## config.mk

```make
export PLATFORM = sky130hd
export DESIGN_NAME = fibonacci_engine
export DESIGN_NICKNAME = d
export VERILOG_FILES = /design/src/rtl/fibonacci_engine.sv
export SDC_FILE = /design/constraint.sdc
export NUM_CORES = 1
export LEC_CHECK = 0
export ABC_AREA = 1
export BUFFER_PORTS_ARGS = -buffer_cell sky130_fd_sc_hd__clkbuf_2
export CAP_MARGIN = 20
export CORE_MARGIN = 5
export CORE_UTILIZATION = 45
export CTS_BUF_LIST = sky130_fd_sc_hd__clkbuf_8 sky130_fd_sc_hd__clkbuf_16
export CTS_CLUSTER_DIAMETER = 200
export CTS_CLUSTER_SIZE = 16
export DETAILED_ROUTE_END_ITERATION = 8
export PLACE_DENSITY = 0.65
export REMOVE_ABC_BUFFERS = 1
export SYNTH_ARGS = -nofsm -noshare
export SYNTH_HDL_FRONTEND = slang
export SYNTH_SLANG_ARGS = --single-unit
```

## constraint.sdc

```tcl
create_clock -name clk -period 2.15 [get_ports clk]
set_input_delay 0.1075 -clock clk [delete_from_list [all_inputs] [get_ports clk]]
set_output_delay 0.1075 -clock clk [all_outputs]
set_load 0.01 [all_outputs]
```

## src/rtl/fibonacci_engine.sv

```systemverilog
// Iterative Fibonacci/Lucas term generator: s(n) mod 2^WIDTH plus a sticky overflow flag.
// Latency n+1 cycles in COMPUTE; start is ignored while busy, accepted in IDLE or DONE.
module fibonacci_engine #(
  parameter int WIDTH = 16,
  parameter int IDX_W = 5
) (
  input  logic             clk,
  input  logic             reset,
  input  logic             start,
  input  logic             mode,
  input  logic [IDX_W-1:0] index,
  output logic             busy,
  output logic             done,
  output logic [WIDTH-1:0] result,
  output logic             overflow
);

  typedef enum logic [1:0] {IDLE, COMPUTE, DONE} state_t;

  state_t           state, state_nxt;
  logic [WIDTH-1:0] term_a, term_b;
  logic             flag_a, flag_b;
  logic [IDX_W-1:0] cnt, idx_q;
  logic [WIDTH:0]   sum;
  logic             accept, finish;

  assign sum = {1'b0, term_a} + {1'b0, term_b};

  always_ff @(posedge clk) begin
    if (reset) state <= IDLE;
    else       state <= state_nxt;
  end

  always_comb begin
    state_nxt = state;
    accept    = 1'b0;
    finish    = 1'b0;
    case (state)
      IDLE: begin
        if (start) begin
          accept    = 1'b1;
          state_nxt = COMPUTE;
        end
      end
      COMPUTE: begin
        // Compare before increment so the maximum index never wraps the counter.
        if (cnt == idx_q) begin
          finish    = 1'b1;
          state_nxt = DONE;
        end
      end
      DONE: begin
        if (start) begin
          accept    = 1'b1;
          state_nxt = COMPUTE;
        end else begin
          state_nxt = IDLE;
        end
      end
      default: state_nxt = IDLE;
    endcase
  end

  assign busy = (state == COMPUTE);
  assign done = (state == DONE);

  always_ff @(posedge clk) begin
    if (reset) begin
      term_a   <= '0;
      term_b   <= '0;
      flag_a   <= 1'b0;
      flag_b   <= 1'b0;
      cnt      <= '0;
      idx_q    <= '0;
      result   <= '0;
      overflow <= 1'b0;
    end else if (accept) begin
      // The mode is consumed here: it only selects the seed pair.
      idx_q  <= index;
      term_a <= mode ? WIDTH'(2) : '0;
      term_b <= WIDTH'(1);
      flag_a <= 1'b0;
      flag_b <= 1'b0;
      cnt    <= '0;
    end else if (state == COMPUTE) begin
      if (finish) begin
        result   <= term_a;
        overflow <= flag_a;
      end else begin
        term_a <= term_b;
        term_b <= sum[WIDTH-1:0];
        flag_a <= flag_b;
        flag_b <= flag_a | flag_b | sum[WIDTH];
        cnt    <= cnt + 1'b1;
      end
    end
  end

endmodule

```

==> metrics.cfg <==
[cells_and_area]
fin_cells = 628
final_common_cell = nand2_1
n_antenna_cell = 0
syn_to_final_growth_pct = 9.391
nets = 551
most-common-layout-cells = nand2_1, nor2_1, dfxtp_1, inv_1, o21ai_0
fin_util_pct = 49.62
drive_gt1_share_pct = 14.64
stdcell_area_um2 = 3775

[synth]
netlist_instances = 496
avgSynthCellArea_um2 = 6.957
yosys-top-cells-area = dfxtp_1, nand2_1, nor2_1, inv_1, ha_1
netlist_area_um2 = 3451
yosysSeqAreaShare_pct = 36.55
synth.largest_area_cell = dfxtp_1
synth_top_area_share_pct = 36.55
ys_ff_latch = 63
ys_types = 32
yosys_warnings = 0

[setup_path]
worstRegToRegCells = 11
cp_max_fo = 3
crit_required_ns = 2.38
crit_arrival_ns = 2.04
r2r_slack_ns = 0.34
cp_common_cell = nand2_1
crit_type = reg -> reg
slowest_stage = fa_1
r2r_end = term_b[12]
crit_chain = ha_1 -> fa_1 -> nand2_1 -> nand2_1 -> and2_1 -> nand3_1 -> nand3_1 -> nand2_1 -> nand3_1 -> nand2_1 -> inv_1
max_stage_delay_ns = 0.40
worstSetupEndpointType = flop
r2r_start = term_a[0]
start_kind = flop

[grt]
grt_max_degree = 30
overflow = 0
grt_pass1_vias = 2909
grt.total_usage_pct = 16.74
grt_pass1_wl_um = 13230
antenna_found_initial = 0

[clocking]
clkTransAtPathRegs_ns = 0.07
clock_tree.root_cell = clkbuf_8
cts_tree = yes
clock-sinks = 63
post_cts_buffers = 0
htreeDepth = 3
clk_latency_ns = 0.33
cts_buffer_depth = 2
cts_hold_buf = 0
numCtsBuffers = 9
cts_resized = 0

[sta]
hold_violations = 0
setup-violations-final = 0
final.period_utilization_pct = 84.36
clock_skew_ns = 0.008639
tightestPinTransition_ns = 0.4860
timing.fmax_mhz = 551.3
tns_ns = 0
rsz0062_at_grt = false
max_slew_margin_pct = 67.52
drv_slew = 0
fin_crit_ns = 1.814

[power_and_ir_drop]
power_w = 0.002598
p_per_area_nw_per_um2 = 688.2
irDropWorstVdd_v = 0.0002623
p_leak_nw = 1.874

[placed_design]
routabilityCongestion = 0.8630
dp_hpwl_um = 5360
io_buffers = 27
dp.cells = 615
placed_cell_area_um2 = 3623

[worst_hold_path]
min_from = index[0]
hp-class = in -> reg
worstHoldPathCells = 3
hold_path_end = idx_q[0]

[die]
die_y_um = 97.57
ios = 28
rows = 32
core_um2 = 7607
die_area_um2 = 9520
die_w_um = 97.57
start_util_pct = 45.36

[routing]
routed_wirelength_um = 7416
first_pass_iters = 4
num_vias = 2931
drt-wirelength-per-cell_um = 11.81
drt_iter0_markers = 97
avgViaCountPerCell = 4.667
drc = 0
ant_nets = 0

[run_status]
status = completed

[flow_run]
maxCapViolCount = 0

-- worst max-delay path: cells and delay by family, from the launching register on --
kind / cells / cell delay [ns]
adder cells (fa/ha/maj): 2 / 0.63
buffers and inverters: 1 / 0.04
flip-flops: 1 / 0.33
AND/OR/NAND/NOR: 8 / 0.72
-- through the flow --
step	setup WS, ns	hold WS, ns
floorplan	0.3224	0.1766
CTS	0.3226	0.01534
detailed placement	0.3455	0.3628
global placement	0.3713	0.3602
global route	0.1523	0.04934
finish	0.3362	0.02844
-- sequential cells by signal (all words and copies together), names as in the netlist --
register / flops
term_b: 16
cnt: 5
flag_b: 1
state: 2
idx_q: 5
result: 16
overflow: 1
term_a: 16
flag_a: 1
-- synthesized netlist by cell type, drive strengths merged --
cell    count
a21oi      20
and2        1
buf        11
clkbuf      3
clkinv      1
dfxtp      63
fa          1
ha         17
inv        60
nand2     137
nand3      20
nand3b      5
nand4       1
nor2       89
nor3        4
o21ai      47
o21bai      1
or2         2
xnor2       6
xor2        7
-- power by group --
part           switching (W)  internal (W)  total, W
clock network       0.000416      0.000422  0.000838
logic               0.000302      0.000161  0.000463
registers          0.0000547       0.00124   0.00130
-- layout make-up --
type | instances | area (µm²)
Fill cell | 794 | 3832
Multi-Input combinational cell | 358 | 1836
Sequential cell | 63 | 1261
Inverter | 61 | 234.0
Timing Repair Buffer | 31 | 165.2
Clock buffer | 10 | 137.6
Tap cell | 102 | 127.6
Clock inverter | 3 | 13.76
-- worst max-delay path by stage --
stage	start	to	slack (ns)	cells after the start
after CTS	term_a[0]	term_b[12]	0.32	11
after global placement	term_a[0]	term_b[12]	0.37	11
after floorplan	state[0]	term_b[11]	0.32	8
after global routing	term_a[0]	flag_b	0.15	11
after detailed placement	term_a[0]	term_b[12]	0.35	11
final	term_a[0]	term_b[12]	0.34	11
-- layer usage --
metal	routed length (µm)	GRT usage [%]	vias up	share of wire, %
met5	0	0	-	0
met4	130	6.390	0	1.8
met3	171	3.446	13	2.3
met2	3362	27.46	29	45
met1	3752	21.53	1283	51
li1	-	-	1606	-
-- kinds of logic after synthesis --
family	share of synthesized area (%)
DFF	36.55
and+or+nand+nor	32.23
buffers and inverters	10.26
AOI/OAI and AO/OA	10.91
adders and majority gates	6.744
xor gates and xnor gates	3.300
(Power assumes the default switching activity.)
